===== src/rtl/alu_issue_ctrl.sv =====
`default_nettype none
// ============================================================================
// Module      : alu_issue_ctrl
// Description : Issue/write-back controller for the 16-bit combinational ALU.
//               Accepts instruction words over valid/ready, decodes ADD and
//               ADDI, reads operands from a 16x16 register file, presents
//               them to the ALU for one cycle, then writes the result back
//               and latches the ALU flags into the PSR.
// Revision    : 1.0 - initial release
// ============================================================================
module alu_issue_ctrl (
  input  logic        clk,
  input  logic        reset,
  input  logic        instr_valid,
  output logic        instr_ready,
  input  logic [15:0] instr,
  output logic [15:0] alu_A,
  output logic [15:0] alu_B,
  output logic [3:0]  alu_opcode,
  output logic [3:0]  alu_opext,
  input  logic [15:0] alu_S,
  input  logic [4:0]  alu_CLFZN,
  output logic [4:0]  psr,
  output logic        done,
  output logic        illegal,
  input  logic [3:0]  dbg_addr,
  output logic [15:0] dbg_data
);

  typedef enum logic [1:0] {
    S_IDLE   = 2'd0,
    S_DECODE = 2'd1,
    S_EXEC   = 2'd2
  } state_t;

  localparam logic [3:0] c_OP_ADD   = 4'b0000;
  localparam logic [3:0] c_EXT_ADD  = 4'b0101;
  localparam logic [3:0] c_OP_ADDI  = 4'b0101;

  state_t      r_state;
  logic        r_ready;
  logic [15:0] r_ir;
  logic [15:0] r_opa;
  logic [15:0] r_opb;
  logic [4:0]  r_psr;
  logic        r_done;
  logic        r_illegal;
  logic [15:0] r_rf [16];

  logic [3:0]  w_rdest;
  logic [3:0]  w_rsrc;
  logic        w_is_add;
  logic        w_is_addi;
  logic [15:0] w_imm_sext;

  // Instruction register field decode
  assign w_rdest    = r_ir[11:8];
  assign w_rsrc     = r_ir[3:0];
  assign w_is_add   = (r_ir[15:12] == c_OP_ADD) && (r_ir[7:4] == c_EXT_ADD);
  assign w_is_addi  = (r_ir[15:12] == c_OP_ADDI);
  assign w_imm_sext = {{8{r_ir[7]}}, r_ir[7:0]};

  // Issue FSM: operand fetch, write-back, flag capture and status pulses
  always_ff @(posedge clk or posedge reset) begin
    if (reset) begin
      r_state   <= S_IDLE;
      r_ready   <= 1'b1;
      r_ir      <= '0;
      r_opa     <= '0;
      r_opb     <= '0;
      r_psr     <= '0;
      r_done    <= 1'b0;
      r_illegal <= 1'b0;
      for (int i = 0; i < 16; i++) begin
        r_rf[i] <= '0;
      end
    end else begin
      r_done    <= 1'b0;
      r_illegal <= 1'b0;
      case (r_state)
        S_IDLE: begin
          if (instr_valid) begin
            r_ir    <= instr;
            r_ready <= 1'b0;
            r_state <= S_DECODE;
          end
        end
        S_DECODE: begin
          if (w_is_add || w_is_addi) begin
            r_opa   <= r_rf[w_rdest];
            r_opb   <= w_is_add ? r_rf[w_rsrc] : w_imm_sext;
            r_state <= S_EXEC;
          end else begin
            // Unsupported word: drop it without touching rf or psr
            r_illegal <= 1'b1;
            r_ready   <= 1'b1;
            r_state   <= S_IDLE;
          end
        end
        S_EXEC: begin
          r_rf[w_rdest] <= alu_S;
          r_psr         <= alu_CLFZN;
          r_done        <= 1'b1;
          r_ready       <= 1'b1;
          r_state       <= S_IDLE;
        end
        default: begin
          r_ready <= 1'b1;
          r_state <= S_IDLE;
        end
      endcase
    end
  end

  // ALU drive comes straight from registers so it is stable through EXEC
  assign alu_A       = r_opa;
  assign alu_B       = r_opb;
  assign alu_opcode  = r_ir[15:12];
  assign alu_opext   = r_ir[7:4];

  assign instr_ready = r_ready;
  assign psr         = r_psr;
  assign done        = r_done;
  assign illegal     = r_illegal;
  assign dbg_data    = r_rf[dbg_addr];

endmodule
`default_nettype wire


===== config.mk =====
export PLATFORM = sky130hd
export DESIGN_NAME = alu_issue_ctrl
export DESIGN_NICKNAME = d
export VERILOG_FILES = /design/src/rtl/alu_issue_ctrl.sv
export SDC_FILE = /design/constraint.sdc
export NUM_CORES = 1
export LEC_CHECK = 0
export BUFFER_PORTS_ARGS = -buffer_cell sky130_fd_sc_hd__buf_4
export CAP_MARGIN = 20
export CORE_MARGIN = 3
export CORE_UTILIZATION = 45
export DETAILED_ROUTE_END_ITERATION = 10
export PLACE_DENSITY = 0.69
export REMOVE_ABC_BUFFERS = 1
export SLEW_MARGIN = 15
export SYNTH_ARGS = -nofsm -noshare
export SYNTH_HDL_FRONTEND = slang
export SYNTH_SLANG_ARGS = --single-unit

===== constraint.sdc =====
create_clock -name clk -period 12 [get_ports clk]
set_input_delay 2.4 -clock clk [delete_from_list [all_inputs] [get_ports clk]]
set_output_delay 2.4 -clock clk [all_outputs]
set_load 0.01 [all_outputs]

Word-level counts from Yosys, hierarchy flattened --
Cells that the tools add are included.
Operators by class: magnitude comparators 4, equal/unequal tests 6, multiplexer cells 22, bitwise operators 3, reductions and logical operators 8
Operators by type and width (count):
- 256-bit bitwise mux | 1
- 16-bit binary-select mux with 4-bit select | 3
- 16-bit 2-to-1 mux | 8
- 16-bit demux with 4-bit select | 1
- 5-bit greater-or-equal comparator (second input constant) | 3
- 4-bit NOT with 5-bit output | 3
- 4-bit by 3-bit == test with 1-bit output (second input constant) | 2
- 2-bit AND reduction | 3
- 5-bit by 1-bit less-than comparator with 1-bit output (second input constant) | 1
- 1-bit 2-to-1 mux | 5
- 4-bit logical NOT | 1
- 2-bit 2-to-1 mux | 2
- 2-bit != test (second input constant) | 2
- 2-bit one-hot mux with 2 select lines | 1
- 2-bit by 1-bit == test with 1-bit output (second input constant) | 1
- 2-bit == test (second input constant) | 1
- 1-bit logical AND | 2
- 2-bit logical NOT | 1
- 1-bit one-hot mux with 2 select lines | 1
- 1-bit logical OR | 1
Storage, ports and cells: register bits 314, input port bits 44, output and inout port bits 64

Depth between registers and ports, before layout --
word-level depth 6, gate-level depth with buffers 8

Worst setup path after synthesis --
No wires, ideal clock.
kind input port to output port, from input dbg_addr[0], to output dbg_data[13], arrival time 4.203 ns, data required time 9.600 ns, path slack 5.397 ns, stages 4, buffers on the path 2, cells stage by stage clkbuf_1 > clkbuf_1 > mux4_2 > mux4_2
Between the ends: cells in the longest elaborated chain, start to end 4
Ends and longest elaborated chain:
- from (decl) | RTL line 26 | input logic [3:0] dbg_addr,
- 4-bit NOT with 5-bit output (implied by the code) | RTL line 125 | assign dbg_data = r_rf[dbg_addr];
- 16-bit binary-select mux with 4-bit select | RTL line 125
- 16-bit 2-to-1 mux (implied by the code) (2 in a row) | RTL line 125
- to (decl) | RTL line 27 | output logic [15:0] dbg_data
Every way passes these cells. The select of a mux whose other input is x is not followed.

Worst setup path in the final report --
from input dbg_addr[0], to output dbg_data[12]
Same word-level chain as after synthesis.

==> reports/qor.txt <==
Flop pwr share - 43.3%
Peak Freq - 137 MHz
Ratio of cells with drive above 1 in the final layout - 58.6%
CP Data Arrival Time - 4.91 ns
Crit path top cell by count - buf_4
Hold Buf Count CTS - 0
CP max FO - 34
Pwr Density - 163 nW/um^2
Min-delay src - psr[0]$_DFFE_PP0P_
Register area share after synthesis - 44.3%
Critical path type - input port to output port
Largest net degree at the start of global routing - 175
Max H-tree Level - 2
LEAKAGE - 8.23 nW
CP required - 9.60 ns
Worst Setup SP - dbg_addr[0]
M1 wire length - 20100 um
Initial antenna violation count - 1
Post-Synthesis Cells - 1113
Via count - 11200
Die height - 204 um
Crit end category - output port
Yosys warnings - 0
Clock Latency Late Sink - 0.51 ns
Clk sink count - 314
CTS resizes - 0
Clock root buffer - clkbuf_16
IO Pins - 108
Number of global-route vias before repair - 11800
Placed cell area - 18900 um^2
Mapped cell area - 17700 um^2
Mean post-synth cell area - 15.9 um^2
Final min period - 7.31 ns
Port Buffers - 107
Fin nets - 1215
Die area - 41800 um^2
Final setup viols - 0
Net switching power - 0.000941 W
Reg clk slew, reported paths - 0.06 ns
Drt initial violations - 1121
Setup TNS - 0 ns
Max cap viols - 0
Final Instance Area - 19900 um^2
Met3 wire len - 3630 um
Post-route clock skew - 0.0101 ns
Post-route DRC - 0
Area grow syn2layout - 12.5%
Global-route usage over all layers - 23.9%
RSZ-0062 raised after global routing - false
Clock share of power - 31.3%
Logic pwr share - 25.4%
Least-Margin Pin Slew - 1.04 ns
FFs w/ async S/R, synth - 100%
Via density - 6.53
Worst path cell trace - buf_4 > buf_4 > mux4_2 > mux4_2 > buf_4
Worst Hold Class - flop to flop
CP max stage cell - buf_4
Distinct cell type count after synthesis - 54
Status - finished, final reports clean
Pre-antenna DRT Iters - 5
CTS tree - yes
Starting Density - 45.7%
Placer congestion estimate - 0.826
Highest routed metal layer - met5
Crit share post-route - 60.9%
Post-CTS setup buffers - 0
Final Max Tran Viols - 0
Rel. slew slack - 30.8%
Global route overflow - 0
Switching share of power - 29.0%
Worst path max stage delay - 0.70 ns
Num CTS Buffers - 35
Critical path startpoint category - input port
Cell-internal power - 0.00230 W
Die width - 204 um
Fin. Hold Viols - 0
Post-synth EDFFs - 0
# diodes - 0
Total wire length - 48900 um
Post-DRT Antenna Nets - 0
Yosys reg bits - 314
Post-DP HPWL - 30000 um
Main synth FF type - dfrtp_1
CORE AREA - 38700 um^2
WL met2 - 23000 um
First-pass GRT wire length - 75100 um
# rows - 72
DR WL/cell - 28.6 um
Deepest clock path buffer count - 3
Maximum vdd drop - 108 uV
RR Startpoint - r_ir[8]$_DFFE_PP0P_
power by group through the flow:
stage	Clock (W)	Combinational, W	Sequential, W
after detailed placement	0	0.000829	0.00142
after floorplan	0	0.000496	0.00142
after global routing	0.00108	0.000886	0.00143
final	0.00101	0.000824	0.00140
after CTS	0.00103	0.000832	0.00140
after global placement	0	0.000814	0.00141
kinds of logic after synthesis:
| logic type | Yosys count | share of synthesized area, % |
|---|---|---|
| AOI/OAI and AO/OA | 55 | 2.52 |
| muxes | 522 | 46.7 |
| and+or+nand+nor | 104 | 3.15 |
| DFF | 314 | 44.3 |
| buffers and inverters | 118 | 3.28 |
per-stage QoR:
| step | std cells | hold slack [ns] | power (W) | utilization, % | setup slack, ns |
|---|---|---|---|---|---|
| after floorplan | 1001 | 0.484 | 0.00192 | - | 0.916 |
| after global placement | 1651 | 0.463 | 0.00223 | 48.7 | 4.68 |
| after detailed placement | 1652 | 0.464 | 0.00225 | 48.7 | 4.63 |
| after CTS | 1712 | 0.479 | 0.00327 | 51.5 | 4.63 |
| after global routing | 1712 | 0.514 | 0.00339 | 51.5 | 4.53 |
| final | 1712 | 0.473 | 0.00324 | 51.5 | 4.69 |
final timing paths:
check | endpoint | slack, ns | cells past startpoint
hold / removal | psr[0]$_DFFE_PP0P_ | 0.47 | 2
setup / recovery | dbg_data[12] | 4.69 | 5
hold reg to reg | psr[0]$_DFFE_PP0P_ | 0.47 | 2
min in group asynchronous | alu_A[2]$_DFFE_PP0P_ | 1.97 | 2
setup reg to reg | r_rf[41]$_DFFE_PP0P_ | 8.28 | 5
max in group asynchronous | r_rf[205]$_DFFE_PP0P_ | 8.71 | 3
final cells by class:
class	count	area, um^2
Timing Repair Buffer	133	1030
Tap cell	518	648
Clock inverter	6	30.0
Clock buffer	54	1030
Multi-Input combinational cell	681	9290
Sequential cell	314	7870
Fill cell	3223	18800
Inverter	6	30.0
cell usage in the layout (no fill, tap or decap), types with 6 or more instances in the layout:
| master | n |
|---|---|
| clkbuf_16 | 37 |
| a31oi_1 | 6 |
| mux2_2 | 284 |
| mux2i_1 | 18 |
| clkinv_2 | 6 |
| nand3_1 | 6 |
| clkbuf_1 | 13 |
| mux4_2 | 215 |
| a211oi_1 | 11 |
| buf_4 | 131 |
| o32a_1 | 8 |
| nor2b_1 | 8 |
| nand2_1 | 28 |
| dfrtp_1 | 307 |
| and2_1 | 8 |
| nor2_1 | 26 |
state kept, by name, indices dropped and copies added (netlist names):
register,flops
alu_B,16
illegal,1
r_state,2
alu_A,16
instr_ready,1
done,1
psr,5
r_ir,16
r_rf,256
routing by layer:
layer	GRT usage, %	vias up
met1	32.9	6005
met5	0	-
met3	4.68	134
li1	-	4550
met4	9.78	2
met2	37.6	487
critical path: cells and delay by family:
family                 cells  cell delay, ns
muxes                      2            1.12
buffers and inverters      3            1.35
cells in the mapped netlist (all sizes together) (2+ instances only):
cell type	n	area (um^2)
a2111oi	7	75.1
a211oi	11	82.6
a21oi	4	20.0
a22oi	3	22.5
a31oi	6	37.5
and2	12	75.1
and3	3	18.8
buf	77	427
clkbuf	35	133
dfrtp	313	7830
inv	5	18.8
mux2	289	3250
mux2i	18	180
mux4	215	4840
nand2	31	124
nand3	6	30.0
nor2	27	101
nor2b	9	56.3
nor3b	3	27.5
nor4b	2	17.5
o21ai	3	18.8
o221ai	3	26.3
o22a	3	26.3
o32a	8	80.1
or4	2	15.0
or4b	2	23.8
Note: power is estimated with default switching activity, not from simulation.
